### config.mk
export PLATFORM = sky130hd
export DESIGN_NAME = fifo_wr_arbiter
export DESIGN_NICKNAME = d
export VERILOG_FILES = /design/src/rtl/fifo_wr_arbiter.sv
export SDC_FILE = /design/constraint.sdc
export NUM_CORES = 1
export LEC_CHECK = 0
export CAP_MARGIN = 30
export CORE_AREA = 2 2 58 60
export DETAILED_ROUTE_END_ITERATION = 7
export DIE_AREA = 0 0 60 62
export PLACE_DENSITY = 0.84
export SLEW_MARGIN = 25
export SYNTH_ARGS = -nofsm -noshare
export SYNTH_HDL_FRONTEND = slang
export SYNTH_SLANG_ARGS = --single-unit
export TNS_END_PERCENT = 5
### constraint.sdc
create_clock -name wrclk -period 1.75 [get_ports wrclk]
set_input_delay 0.175 -clock wrclk [delete_from_list [all_inputs] [get_ports wrclk]]
set_output_delay 0.175 -clock wrclk [all_outputs]
set_load 0.01 [all_outputs]
### src/rtl/fifo_wr_arbiter.sv
// Packet-granularity round-robin arbiter sharing one asynch_fifo write port between two sources.
// Optional per-source completed-packet counters are built when FIFO_ARB_PKTCNT_EN is defined.
module fifo_wr_arbiter #(
    parameter int WIDTH  = 8,
    parameter int DEPTH  = 16,
    parameter int PTR    = 4,
    parameter int MAXPKT = 8
) (
    input  logic             wrclk,
    input  logic             reset,
    input  logic             s0_valid,
    input  logic [WIDTH-1:0] s0_data,
    input  logic             s0_eop,
    output logic             s0_ready,
    input  logic             s1_valid,
    input  logic [WIDTH-1:0] s1_data,
    input  logic             s1_eop,
    output logic             s1_ready,
    output logic             fifo_wren,
    output logic [WIDTH-1:0] fifo_datain,
    input  logic             fifo_wrfull,
    input  logic [PTR:0]     fifo_wrusedw,
    output logic [1:0]       grant,
    output logic             err_ovl,
    output logic [15:0]      pkt_cnt0,
    output logic [15:0]      pkt_cnt1
);

    localparam int                LEN_W    = $clog2(MAXPKT) + 1;
    localparam logic [LEN_W-1:0]  LEN_LAST = LEN_W'(MAXPKT - 1);
    localparam logic [PTR+1:0]    DEPTH_W  = (PTR+2)'(DEPTH);
    localparam logic [PTR+1:0]    MAXPKT_W = (PTR+2)'(MAXPKT);

    typedef enum logic [1:0] {
        IDLE = 2'd0,
        OWN0 = 2'd1,
        OWN1 = 2'd2
    } state_t;

    state_t           state_r;
    state_t           next_s;
    logic [LEN_W-1:0] len_r;
    logic             last_r;
    logic [PTR+1:0]   free_s;
    logic             admit_s;
    logic             word_eop_s;
    logic             close_s;
    logic             trunc_s;

    assign free_s  = DEPTH_W - {1'b0, fifo_wrusedw};
    assign admit_s = (free_s >= MAXPKT_W);

    // Next-state decode plus the combinational handshake/write path of the owner.
    always_comb begin
        next_s      = state_r;
        s0_ready    = 1'b0;
        s1_ready    = 1'b0;
        fifo_wren   = 1'b0;
        fifo_datain = {WIDTH{1'b0}};
        grant       = 2'b00;
        word_eop_s  = 1'b0;
        close_s     = 1'b0;
        trunc_s     = 1'b0;
        case (state_r)
            IDLE: begin
                // last_r==1 means source 1 was served last, so source 0 wins a tie.
                if (admit_s && s0_valid && s1_valid) begin
                    next_s = last_r ? OWN0 : OWN1;
                end else if (admit_s && s0_valid) begin
                    next_s = OWN0;
                end else if (admit_s && s1_valid) begin
                    next_s = OWN1;
                end else begin
                    next_s = IDLE;
                end
            end
            OWN0: begin
                grant       = 2'b01;
                s0_ready    = !fifo_wrfull && !reset;
                fifo_wren   = s0_valid && s0_ready;
                fifo_datain = s0_data;
                word_eop_s  = s0_eop;
            end
            OWN1: begin
                grant       = 2'b10;
                s1_ready    = !fifo_wrfull && !reset;
                fifo_wren   = s1_valid && s1_ready;
                fifo_datain = s1_data;
                word_eop_s  = s1_eop;
            end
            default: begin
                next_s = IDLE;
            end
        endcase
        // An accepted eop word, or the MAXPKT-th word, closes the packet.
        if (fifo_wren && (word_eop_s || (len_r == LEN_LAST))) begin
            close_s = 1'b1;
            trunc_s = !word_eop_s;
            next_s  = IDLE;
        end else begin
            close_s = 1'b0;
            trunc_s = 1'b0;
        end
    end

    // State, word counter, round-robin history and truncation pulse.
    always_ff @(posedge wrclk) begin
        if (reset) begin
            state_r <= IDLE;
            len_r   <= {LEN_W{1'b0}};
            last_r  <= 1'b1;
            err_ovl <= 1'b0;
        end else begin
            state_r <= next_s;
            if (state_r == IDLE) begin
                len_r <= {LEN_W{1'b0}};
            end else if (fifo_wren) begin
                len_r <= len_r + LEN_W'(1);
            end else begin
                len_r <= len_r;
            end
            if (close_s) begin
                last_r <= (state_r == OWN1);
            end else begin
                last_r <= last_r;
            end
            err_ovl <= trunc_s;
        end
    end

`ifdef FIFO_ARB_PKTCNT_EN
    logic [15:0] pkt_cnt0_r;
    logic [15:0] pkt_cnt1_r;

    // Completed-packet counters; truncated packets count as completed.
    always_ff @(posedge wrclk) begin
        if (reset) begin
            pkt_cnt0_r <= 16'h0000;
            pkt_cnt1_r <= 16'h0000;
        end else begin
            if (close_s && (state_r == OWN0)) begin
                pkt_cnt0_r <= pkt_cnt0_r + 16'h0001;
            end else begin
                pkt_cnt0_r <= pkt_cnt0_r;
            end
            if (close_s && (state_r == OWN1)) begin
                pkt_cnt1_r <= pkt_cnt1_r + 16'h0001;
            end else begin
                pkt_cnt1_r <= pkt_cnt1_r;
            end
        end
    end

    assign pkt_cnt0 = pkt_cnt0_r;
    assign pkt_cnt1 = pkt_cnt1_r;
`else
    assign pkt_cnt0 = 16'h0000;
    assign pkt_cnt1 = 16'h0000;
`endif

endmodule

### Yosys cells after proc, flatten, opt, wreduce, memory -nomap -nowiden

Index checks and enable logic that the tools add are counted.

| word-level totals | value |
|---|---|
| output and inout bits | 46 |
| flip-flop bits (word level) | 8 |

| operators by class | value |
|---|---|
| bitwise operators | 1 |
| reductions and logical operators | 16 |
| $add $sub $neg | 2 |
| mux-type cells | 12 |
| equal/unequal tests | 3 |
| magnitude comparators | 1 |

Operators by type and width:

| kind | number |
|---|---|
| 8-bit one-hot mux with 2 select lines | 1 |
| 2-bit two-way mux | 4 |
| 2-bit one-hot mux with 2 select lines | 2 |
| 2-bit OR reduction | 4 |
| 1-bit logical AND | 7 |
| 6-bit by 4-bit greater-or-equal comparator with 1-bit output (second input constant) | 1 |
| 5-bit by 5-bit subtractor with 6-bit output (first input constant) | 1 |
| 4-bit by 1-bit adder with 4-bit output (second input constant) | 1 |
| 4-bit by 3-bit == test with 1-bit output (second input constant) | 1 |
| 1-bit one-hot mux with 2 select lines | 2 |
| 1-bit zero test | 3 |
| 1-bit two-way mux | 3 |
| 2-bit by 1-bit == test with 1-bit output (second input constant) | 1 |
| 2-bit == test (second input constant) | 1 |
| 2-bit zero test | 1 |
| 1-bit logical OR | 1 |
| 1-bit inverter | 1 |

### Depth between registers and ports, before layout

| depth | value |
|---|---|
| word-level depth | 7 |
| gate-level depth with buffers | 6 |
| mapped depth without buffers | 5 |

### Worst setup path before layout

OpenSTA, ideal clock, no wires.

| timing | value |
|---|---|
| path type | flip-flop to flip-flop |
| from | register state_r[0] |
| to | register len_r[3] |
| data arrival time | 1.835 ns |
| path slack | -0.155 ns |
| data required time | 1.680 ns |
| library setup time | 0.070 ns |
| stages on the path, launching flop included | 7 |
| clock period less this slack | 1.905 ns |
| cells stage by stage | dfxtp_1 inv_1 ha_1 or3b_1 clkbuf_2 or4_1 a21boi_1 |

| between the ends | value |
|---|---|
| longest elaborated chain between the ends | 2 |
| elaborated cells on any way between the ends | 5 |
| those cells by class | 2 x eq/ne; 1 x mux; 2 x reduce/logical |

Ends and longest elaborated chain:

| element | RTL line | source |
|---|---|---|
| start: declaration | 40 | `state_t state_r;` |
| start signal: assignment | 114 | `state_r <= next_s;` |
| 2-bit == test, or another cell as far along | 64 | `case (state_r)` |
| 1-bit one-hot mux with 2 select lines / 2-bit OR reduction (equally long branches) | - |  |
| end signal: assignment | 110 | `len_r <= {LEN_W{1'b0}};` |
| end signal: assignment | 116 | `len_r <= {LEN_W{1'b0}};` |
| end signal: assignment | 118 | `len_r <= len_r + LEN_W'(1);` |
| end: declaration | 42 | `logic [LEN_W-1:0] len_r;` |

Parallel ways exist; a longest one is shown, timed or not.
A chain may end at the register's enable or synchronous reset.

### Worst setup path in the final report

| timing | value |
|---|---|
| from | register state_r[1] |
| to | register len_r[3] |

Same word-level chain as after synthesis.

==> reports/results.tsv <==
stage	metric	value	unit
finish	syn2layout_area_growth	55.73	%
die	dieWidth	60	um
setup_path	worst-setup-path-type	reg -> reg	
drt	wl	2013	um
power	powerDensity	452.3	mW/mm2
timing	setup_viol	2	
timing	skew	0.008595	ns
cts	htree_num_levels	1	
logic_synthesis	yosys.cell_types.count	32	
worst_hold_path	hold_depth	2	
power	p_switching	200.7	uW
placed_design	port_buffers	41	
outcome	status	complete, but fails checks	
power	pwr-share-seq	0.313	
drt	wl_per_cell	9.495	um
power	p_int	406.5	uW
drt	antenna_left	0	
power	clockPowerShare	0.255	
die	dieArea	0.003720	mm2
power	ir_drop	0.2907	mV
drt	firstDrtPassIters	4	
setup_path	critPathArrivalTime	2.01	ns
placed_design	gp_congestion	0.7873	
worst_hold_path	hp-start	len_r[3]	
logic_synthesis	synthCells	110	
cts	insertion_delay	0.27	ns
timing	hold_viol	0	
setup_path	r2r-end	len_r[3]	
global_routing	grt_pass1_vias	724	
power	leakagePower	0.0005784	uW
logic_synthesis	ys_ff_latch	8	
timing	grt_setup_unrepaired	yes	
cts	cts_buffers	3	
die	core_area	0.003179	mm2
global_routing	grt_max_degree	10	
cts	clockBufferDepth	2	
worst_hold_path	hp-class	reg -> reg	
logic_synthesis	syn_avg_cell_area	7.837	um2
drt	num_vias	880	
job	cap_viol_max_count	0	
power	sw_frac_of_total	0.3306	
die	floorplan.initialDensity	0.2712	
setup_path	critPathLaunchType	flop	
drt	drtIter0Drc	9	
die	io_pins	74	
timing	fin_crit	1.802	ns
setup_path	reg2reg_slack	-0.05	ns
setup_path	crit_required	1.96	ns
setup_path	r2r-start	state_r[1]	
drt	routed_via_density	4.151	
timing	min_period_over_period	1.030	
finish	drive_above_1_share	0.2711	
timing	setup_tns	-0.05587	ns
global_routing	antenna_found_initial	0	
setup_path	crit_path_end_kind	flop	
worst_hold_path	hold_end	len_r[3]	
power	combPwrFrac	0.432	
cts	cts_tree	built	
cts	cts.clk_slew.worst_paths	0.06	ns
timing	slew_violations	0	
global_routing	grt-ovfl-total	0	
die	rows	21	
power	p_total	607.2	uW
outcome	violations	negative setup slack	
logic_synthesis	synthesis.area	862.1	um2
timing	fmaxAchievable	0.5550	GHz
timing	worst_slack	-0.05166	ns
die	die_h	62	um
placed_design	place_hpwl	1727	um
finish	nets	200	
drt	drcViolationCount	0	
global_routing	grt_util_all_layers	0.1097	
global_routing	grt_pass1_wl	3036	um
cts	clockRootBuffer	clkbuf_4	
finish	n_antenna_cell	0	
setup_path	critical_path.max_fanout	6	
setup_path	rr_worst_depth	6	
cts	clock_sinks	8	
logic_synthesis	seq_area_frac_synth	0.1858	
logic_synthesis	ys.warnings.count	0	
-- cells in the final DEF, fill, tap and decap left out, types with 2 or more instances in the layout --
cell             netlist  routed
nand2_1                4       4
dfxtp_1                8       6
buf_2                  0       2
or3_1                  2       2
ha_4                   0       2
inv_2                  0       2
a22oi_2                0       2
a32oi_1                2       2
nor2_1                11      11
o21ai_0                2       2
nand3_1                3       3
nor3b_1                2       2
clkdlybuf4s50_1        0      28
mux2i_1                4       4
dfxtp_2                0       2
a21boi_0               2       2
dlygate4sd2_1          0       2
buf_4                 32      16
nor3_1                 2       2
conb_1                 1      32
a22oi_1                9       7
nand2b_1               3       3
clkbuf_4               0       3
clkbuf_2               1       8
-- Yosys cell counts (all sizes together) --
library cell | count | area [um2]
conb | 1 | 3.750
nor3 | 2 | 10.01
o21a | 1 | 7.510
mux2i | 4 | 40.04
buf | 34 | 255.2
clkbuf | 2 | 8.750
o31ai | 1 | 7.510
clkinv | 1 | 3.750
nand3b | 1 | 7.510
or3 | 2 | 12.51
a211oi | 1 | 7.510
nand2 | 4 | 15.01
nand3 | 3 | 15.01
or3b | 1 | 8.760
inv | 3 | 11.26
a22oi | 9 | 67.56
nor2 | 11 | 41.29
o21ai | 2 | 10.01
or4 | 1 | 7.510
a2111oi | 2 | 17.52
mux2 | 1 | 11.26
dfxtp | 8 | 160.2
a21boi | 3 | 22.52
nand2b | 3 | 18.77
and2b | 1 | 8.760
nor3b | 2 | 15.01
a32oi | 2 | 17.52
ha | 4 | 50.05
-- worst max path at each step --
stage           endpoint       start  slack, ns  cells past startpoint
6_report        len_r[3]  state_r[1]      -0.05                      6
5_1_grt         len_r[3]  state_r[1]      -0.11                      6
4_1_cts         len_r[3]  state_r[1]      -0.06                      6
3_5_place_dp   fifo_wren  state_r[1]      -0.12                      5
3_3_place_gp   fifo_wren       reset      -0.09                      4
2_1_floorplan     last_r  state_r[0]      -0.02                      6
-- stage by stage --
stage	setup slack, ns	utilization	hold WS [ns]	instances	cell area (um2)
detailed placement	-0.1158	0.4168	0.4818	209	1325
global placement	-0.09485	0.4168	0.4701	209	1325
CTS	-0.05586	0.4270	0.4893	212	1358
floorplan	-0.01595	-	0.3603	141	993.5
global route	-0.1126	0.4223	0.5311	212	1343
finish	-0.05166	0.4223	0.4912	212	1343
-- cell families (layout without fill, tap and decap cells) --
logic type,after synthesis,in the layout,synth area share
buf+inv,40,65,0.3236
simple gates,31,31,0.1858
compound gates,21,21,0.1829
flops,8,8,0.1858
mux,5,5,0.05951
fa+ha+maj,4,4,0.05806
other cells,1,32,0.004350
-- final cells by class --
type / instances / area, um2
Fill cell: 333 / 1837
Multi-Input combinational cell: 93 / 593.1
Timing Repair Buffer: 58 / 491.7
Sequential cell: 8 / 162.7
Tap cell: 46 / 57.56
Clock buffer: 3 / 22.52
Inverter: 4 / 15.01
-- layer usage --
layer	vias to the layer above	GRT usage	wire, um
met1	387	0.1158	743
met2	53	0.1957	986
met4	0	0.06032	61
met5	-	0	0
met3	7	0.03313	222
li1	433	-	-
-- power by group through the flow --
stage               combinational [uW]  clock [uW]  sequential, uW
CTS                                261         156             190
global route                       291         170             190
floorplan                          175           0             194
detailed placement                 259           0             194
finish                             263         155             190
global placement                   256           0             193
-- critical path, stage by stage (launching register included) --
cell	delay (ns)
dfxtp_2	0.35
inv_2	0.05
ha_4	0.27
or3b_4	0.39
buf_6	0.14
or4_4	0.41
a21boi_2	0.13
-- flip-flops by register name, indices dropped and copies added (netlist names) --
signal   count
state_r      2
len_r        4
last_r       1
err_ovl      1
-- repair_timing --
action	in CTS	in global routing
cloned	0	0
resized for setup	28	18
buffers inserted	0	0
hold buffers	0	0
setup endpoints to repair	18	17
pin swaps	0	1
No activity file was read; power rests on OpenSTA's default activity.
